`src/rtl/fpu_rounding_pkg.sv`:
```
`default_nettype none
// +----------------------------------------------------------------------+
// | Package     : fpu_rounding_pkg                                       |
// | Description : Rounding-mode encodings shared by the FPU decoder and  |
// |               the rounding unit.                                     |
// | Revision    : 1.0 - initial release                                  |
// +----------------------------------------------------------------------+
package fpu_rounding_pkg;

    // Encodings 5-7 are reserved and are treated as RNE by consumers.
    typedef enum logic [2:0] {
        RM_RNE = 3'd0,
        RM_RTZ = 3'd1,
        RM_RDN = 3'd2,
        RM_RUP = 3'd3,
        RM_RMM = 3'd4
    } rounding_mode_t;

endpackage
`default_nettype wire

```
`src/rtl/rounding_increment_decider.sv`:
```
`default_nettype none
// +----------------------------------------------------------------------+
// | Module      : rounding_increment_decider                             |
// | Description : Combinational rounding decision from L/G/R/S, mode and |
// |               sign. Produces the increment request and inexact flag. |
// |               Define ROUNDING_UNIT_RMM_EN to enable ties-away (mode  |
// |               4); otherwise mode 4 rounds like RNE.                  |
// | Revision    : 1.0 - initial release                                  |
// +----------------------------------------------------------------------+
module rounding_increment_decider
    import fpu_rounding_pkg::*;
(
    input  logic       lsb,
    input  logic       guard,
    input  logic       round_bit,
    input  logic       sticky,
    input  logic       sign,
    input  logic [2:0] mode,
    output logic       increment,
    output logic       inexact
);

    logic w_any_dropped;

    assign w_any_dropped = guard | round_bit | sticky;
    assign inexact       = w_any_dropped;

    // Mode-dependent increment; anything not listed (reserved codes) rounds as RNE.
    always_comb begin
        increment = guard & (lsb | round_bit | sticky);
        case (rounding_mode_t'(mode))
            RM_RTZ: increment = 1'b0;
            RM_RDN: increment = sign & w_any_dropped;
            RM_RUP: increment = !sign & w_any_dropped;
`ifdef ROUNDING_UNIT_RMM_EN
            RM_RMM: increment = guard;
`endif
            default: ;
        endcase
    end

endmodule
`default_nettype wire

```
`src/rtl/rounding_unit_pipelined.sv`:
```
`default_nettype none
// +----------------------------------------------------------------------+
// | Module      : rounding_unit_pipelined                                |
// | Description : Two-stage IEEE-754 fraction rounder with valid/ready   |
// |               flow control. Stage 1 captures the kept bits and the   |
// |               rounding decision, stage 2 applies the increment.      |
// |               Optional macro ROUNDING_UNIT_RMM_EN enables mode 4     |
// |               (round-to-nearest, ties-away).                         |
// | Revision    : 1.0 - initial release                                  |
// +----------------------------------------------------------------------+
module rounding_unit_pipelined
    import fpu_rounding_pkg::*;
#(
    parameter int KEEP_W = 32,
    parameter int DROP_W = 17
) (
    input  logic                     clk,
    input  logic                     reset,
    input  logic                     in_valid,
    output logic                     in_ready,
    input  logic                     in_sign,
    input  logic [2:0]               in_mode,
    input  logic                     in_sticky,
    input  logic [KEEP_W+DROP_W-1:0] in_fraction,
    output logic                     out_valid,
    input  logic                     out_ready,
    output logic [KEEP_W-1:0]        out_fraction,
    output logic                     out_carry,
    output logic                     out_inexact
);

    localparam int FRAC_W = KEEP_W + DROP_W;

    logic              w_lsb;
    logic              w_guard;
    logic              w_round;
    logic              w_sticky;
    logic              w_increment;
    logic              w_inexact;
    logic              w_advance;
    logic [KEEP_W:0]   w_sum;

    logic              r_s1_valid;
    logic [KEEP_W-1:0] r_s1_keep;
    logic              r_s1_increment;
    logic              r_s1_inexact;

    logic              r_out_valid;
    logic [KEEP_W-1:0] r_out_fraction;
    logic              r_out_carry;
    logic              r_out_inexact;

    assign w_lsb   = in_fraction[DROP_W];
    assign w_guard = in_fraction[DROP_W-1];
    assign w_round = in_fraction[DROP_W-2];

    // Bits below the round position fold into sticky; with DROP_W==2 there are none.
    generate
        if (DROP_W > 2) begin : g_sticky_wide
            assign w_sticky = in_sticky | (|in_fraction[DROP_W-3:0]);
        end else begin : g_sticky_narrow
            assign w_sticky = in_sticky;
        end
    endgenerate

    rounding_increment_decider u_decider (
        .lsb       (w_lsb),
        .guard     (w_guard),
        .round_bit (w_round),
        .sticky    (w_sticky),
        .sign      (in_sign),
        .mode      (in_mode),
        .increment (w_increment),
        .inexact   (w_inexact)
    );

    // The whole pipe moves together: it advances whenever the output slot is free or drained.
    assign w_advance = !r_out_valid | out_ready;
    assign in_ready  = w_advance & !reset;

    // Stage 1: capture kept bits and rounding decision; bubbles keep old data.
    always_ff @(posedge clk) begin
        if (reset) begin
            r_s1_valid     <= 1'b0;
            r_s1_keep      <= '0;
            r_s1_increment <= 1'b0;
            r_s1_inexact   <= 1'b0;
        end else if (w_advance) begin
            r_s1_valid <= in_valid;
            if (in_valid) begin
                r_s1_keep      <= in_fraction[FRAC_W-1:DROP_W];
                r_s1_increment <= w_increment;
                r_s1_inexact   <= w_inexact;
            end
        end
    end

    // One extra bit on the adder exposes the carry out of the kept field.
    assign w_sum = {1'b0, r_s1_keep} + (KEEP_W+1)'(r_s1_increment);

    // Stage 2: register the rounded result; bubbles keep old data.
    always_ff @(posedge clk) begin
        if (reset) begin
            r_out_valid    <= 1'b0;
            r_out_fraction <= '0;
            r_out_carry    <= 1'b0;
            r_out_inexact  <= 1'b0;
        end else if (w_advance) begin
            r_out_valid <= r_s1_valid;
            if (r_s1_valid) begin
                r_out_fraction <= w_sum[KEEP_W-1:0];
                r_out_carry    <= w_sum[KEEP_W];
                r_out_inexact  <= r_s1_inexact;
            end
        end
    end

    assign out_valid    = r_out_valid;
    assign out_fraction = r_out_fraction;
    assign out_carry    = r_out_carry;
    assign out_inexact  = r_out_inexact;

endmodule
`default_nettype wire

```
`config.mk`:
```
export PLATFORM = sky130hd
export DESIGN_NAME = rounding_unit_pipelined
export DESIGN_NICKNAME = d
export VERILOG_FILES = /design/src/rtl/fpu_rounding_pkg.sv /design/src/rtl/rounding_increment_decider.sv /design/src/rtl/rounding_unit_pipelined.sv
export SDC_FILE = /design/constraint.sdc
export NUM_CORES = 1
export LEC_CHECK = 0
export BUFFER_PORTS_ARGS = -buffer_cell sky130_fd_sc_hd__buf_2
export CAP_MARGIN = 10
export CORE_MARGIN = 2
export CORE_UTILIZATION = 25
export CTS_CLUSTER_SIZE = 16
export DETAILED_ROUTE_END_ITERATION = 16
export GPL_ROUTABILITY_DRIVEN = 0
export PLACE_DENSITY = 0.47
export SYNTH_ARGS = -nofsm -noshare
export SYNTH_HDL_FRONTEND = slang
export SYNTH_SLANG_ARGS = --single-unit
```
`constraint.sdc`:
```
create_clock -name clk -period 3.25 [get_ports clk]
set_clock_uncertainty 0.15 [all_clocks]
set_input_delay 0.65 -clock clk [delete_from_list [all_inputs] [get_ports clk]]
set_output_delay 0.65 -clock clk [all_outputs]
set_load 0.005 [all_outputs]
```
==> implementation parameters <==
Parameter                              Value

Floorplanning
  Vertical die dimension ... 114 um
  Core Rows ... 40
  Width of the die ... 114 um
  Initial standard-cell utilization of the core ... 25.5%
  Floorplan core area ... 0.0120 mm2
  Die area ... 0.0131 mm2
  Ports ... 94

STA
  Setup violators final ... 0
  Max Transition Viols Final ... 0
  Worst-margin pin slew ... 0.745 ns
  Period minus WS final ... 2.41 ns
  Accumulated negative setup slack ... 0 ns
  FMAX ... 415 MHz
  Total count of hold-check failures in the final report ... 0
  Remaining max-slew budget at the tightest pin ... 50.3%
  Worst-case hold slack ... 0.310 ns
  RSZ-0062 raised after global routing ... no
  Tcrit/Tclk final ... 74.2%

Worst setup path
  Critical path data required time ... 3.33 ns
  Crit path launch type ... register
  Category of the worst setup path capture point ... register
  FF-to-FF path depth ... 7
  CP Class ... register to register
  Arrival time of data at the critical path endpoint ... 2.50 ns
  Maximum fanout along the worst path ... 7

Route
  Vias per cell ... 4.60
  Antenna viol nets, final ... 0
  Residual DRC ... 0
  Detailed Routing Iterations Pass 1 ... 4
  Vias after detailed routing ... 2834
  Total detailed-routing wirelength ... 8.15 mm
  Drt initial violations ... 150
  Routed len/inst ... 13.2 um

Outcome
  Outcome ... completed

Final layout
  Post-layout nets ... 524
  Number of diodes added for antenna fixing ... 0
  Fillers ... 1274
  Most common cell after layout, fill and taps aside ... buf_2
  Ratio of cells with drive above 1 in the final layout ... 24.7%
  Cell Count, Final, Fillers Out ... 616
  Final Util ... 33.2%
  Most frequent cells in the layout ... buf_2, nand2_1, dfxtp_1
  Synth-to-Final Area Change ... 30.3%

Logic synthesis
  Synthesis Warnings ... 0
  Post-synth EDFFs ... 0
  Gate Count Post-Synth ... 379
  Number of register bits inferred by synthesis ... 70
  Distinct cell type count of the synthesized netlist ... 31
  Async S/R FF share, synth ... 0%
  Nets in the synthesized netlist ... 439
  Primary flip-flop cell chosen by synthesis mapping ... dfxtp_1
  Sequential cell area fraction in the yosys report ... 45.9%
  Average cell area after synthesis ... 8.05 um2
  Post-synthesis instance area ... 0.00305 mm2

GRT
  Met1 usage in global routing ... 16.4%
  Number of antenna violations at the first check in global routing ... 0
  Met3 Resource Use GR ... 3.81%
  Via count of the first global-routing pass ... 2756
  Total grt overflow ... 0
  GR peak layer ... met2
  First-pass GRT wire length ... 13.2 mm
  Met2 track demand over resource in global routing ... 21.2%
  Overall routing resource usage ... 12.9%
  Largest net degree at the start of global routing ... 71

Clocking
  Clock tree from TritonCTS ... done
  TritonCTS Buffers ... 9
  H-tree level count ... 3
  Post-CTS setup-driven buffer insertion count ... 0
  Number of gates resized after cts ... 0
  Post-CTS clock slew at the launch and capture registers of the worst setup and hold paths ... 0.06 ns
  Master cell of the clock root buffer ... clkbuf_16
  Number of buffers between clock root and the deepest sink ... 2
  Clock sink count ... 70
  Clk Latency, worst-skew pair ... 0.33 ns
  Number of buffers inserted for hold repair after clock tree synthesis ... 0

Place
  Detailed-placement wirelength estimate ... 6.02 mm
  Cell count after placement ... 600
  Count of buffers from port buffering ... 93

Min path
  Number of stages on the worst hold path ... 2
  Worst min-delay path class ... register to register

Power and ir drop
  Worst voltage drop across the vdd grid ... 0.251 mV
  Static Leak ... 1.60 nW
  PwrDens ... 557 mW/mm2
  Total Power Consumption ... 2.22 mW

Flow run
  MaxCap Viol Count ... 0
## sequential cells by signal, summed over array words and instances (netlist names)
| register | cells |
|---|---|
| out_carry | 1 |
| out_fraction | 32 |
| out_inexact | 1 |
| out_valid | 1 |
| r_s1_increment | 1 |
| r_s1_inexact | 1 |
| r_s1_keep | 32 |
| r_s1_valid | 1 |
## routing by layer
| metal | wire length (um) | share of wire, % | vias to the layer above |
|---|---|---|---|
| met5 | 0 | 0 | - |
| met4 | 81 | 0.99 | 0 |
| met3 | 424 | 5.2 | 6 |
| met2 | 3800 | 47 | 70 |
| met1 | 3840 | 47 | 1278 |
| li1 | - | - | 1480 |
## cells in the mapped netlist, types with 2 or more instances
cell	instances	area share (%)
clkbuf_1	22	2.7
a311oi_1	2	0.57
o21ai_0	2	0.33
and4_1	2	0.57
nor2_1	42	5.2
or3_1	2	0.41
xor2_1	16	4.6
ha_1	2	0.82
nand2_1	81	10
a211oi_1	27	6.6
xnor2_1	13	3.7
and3_1	5	1.0
and2_1	3	0.62
a21oi_1	37	6.1
inv_1	4	0.49
nor3_1	3	0.49
o21a_1	3	0.74
nand3_1	13	2.1
nand4_1	13	2.7
buf_2	2	0.33
dfxtp_1	70	46
nor4_1	6	1.2
## where the power goes
group | internal, mW | switching, mW
clock | 0.690 | 0.349
sequential | 0.913 | 0.0467
combinational | 0.100 | 0.117
total | 1.70 | 0.513
## metrics by stage
stage	setup slack, ns	area [um2]
2_1_floorplan	1.16	3050
3_3_place_gp	0.932	3660
3_5_place_dp	0.830	3660
4_1_cts	0.817	3980
5_1_grt	0.512	3980
6_report	0.839	3980
## worst max-delay path: stages, from the launching register on
cell	delay, ns
dfxtp_1	0.34
ha_1	0.22
ha_1	0.23
nand4_1	0.20
nor2_2	0.35
nand4_1	0.24
or3_1	0.35
a311oi_1	0.26
## cell families after synthesis
logic type | Yosys count | synth area share (%)
buffers and inverters | 28 | 3.53
XOR/XNOR | 29 | 8.32
AND/OR/NAND/NOR | 177 | 26.5
AO/OA/AOI/OAI | 73 | 14.9
adder cells (fa/ha/maj) | 2 | 0.820
flip-flops | 70 | 45.9
## worst paths after layout
path	startpoint	endpoint	slack, ns
worst max-delay path	r_s1_increment	out_fraction[30]	0.84
worst min-delay path	out_fraction[0]	out_fraction[0]	0.31
worst max register to register	r_s1_increment	out_fraction[30]	0.84
worst min register to register	out_fraction[0]	out_fraction[0]	0.31
## layout make-up
class,instances,area [um2],share of cell area (%)
repair buffers,98,515,13.0
inverters,4,15.0,0.378
clock inverters,4,70.1,1.76
well taps,147,184,4.63
clock buffers,12,246,6.20
multi-input cells,281,1540,38.8
flip-flops and latches,70,1400,35.2
Power figures use the tool's default switching activity.
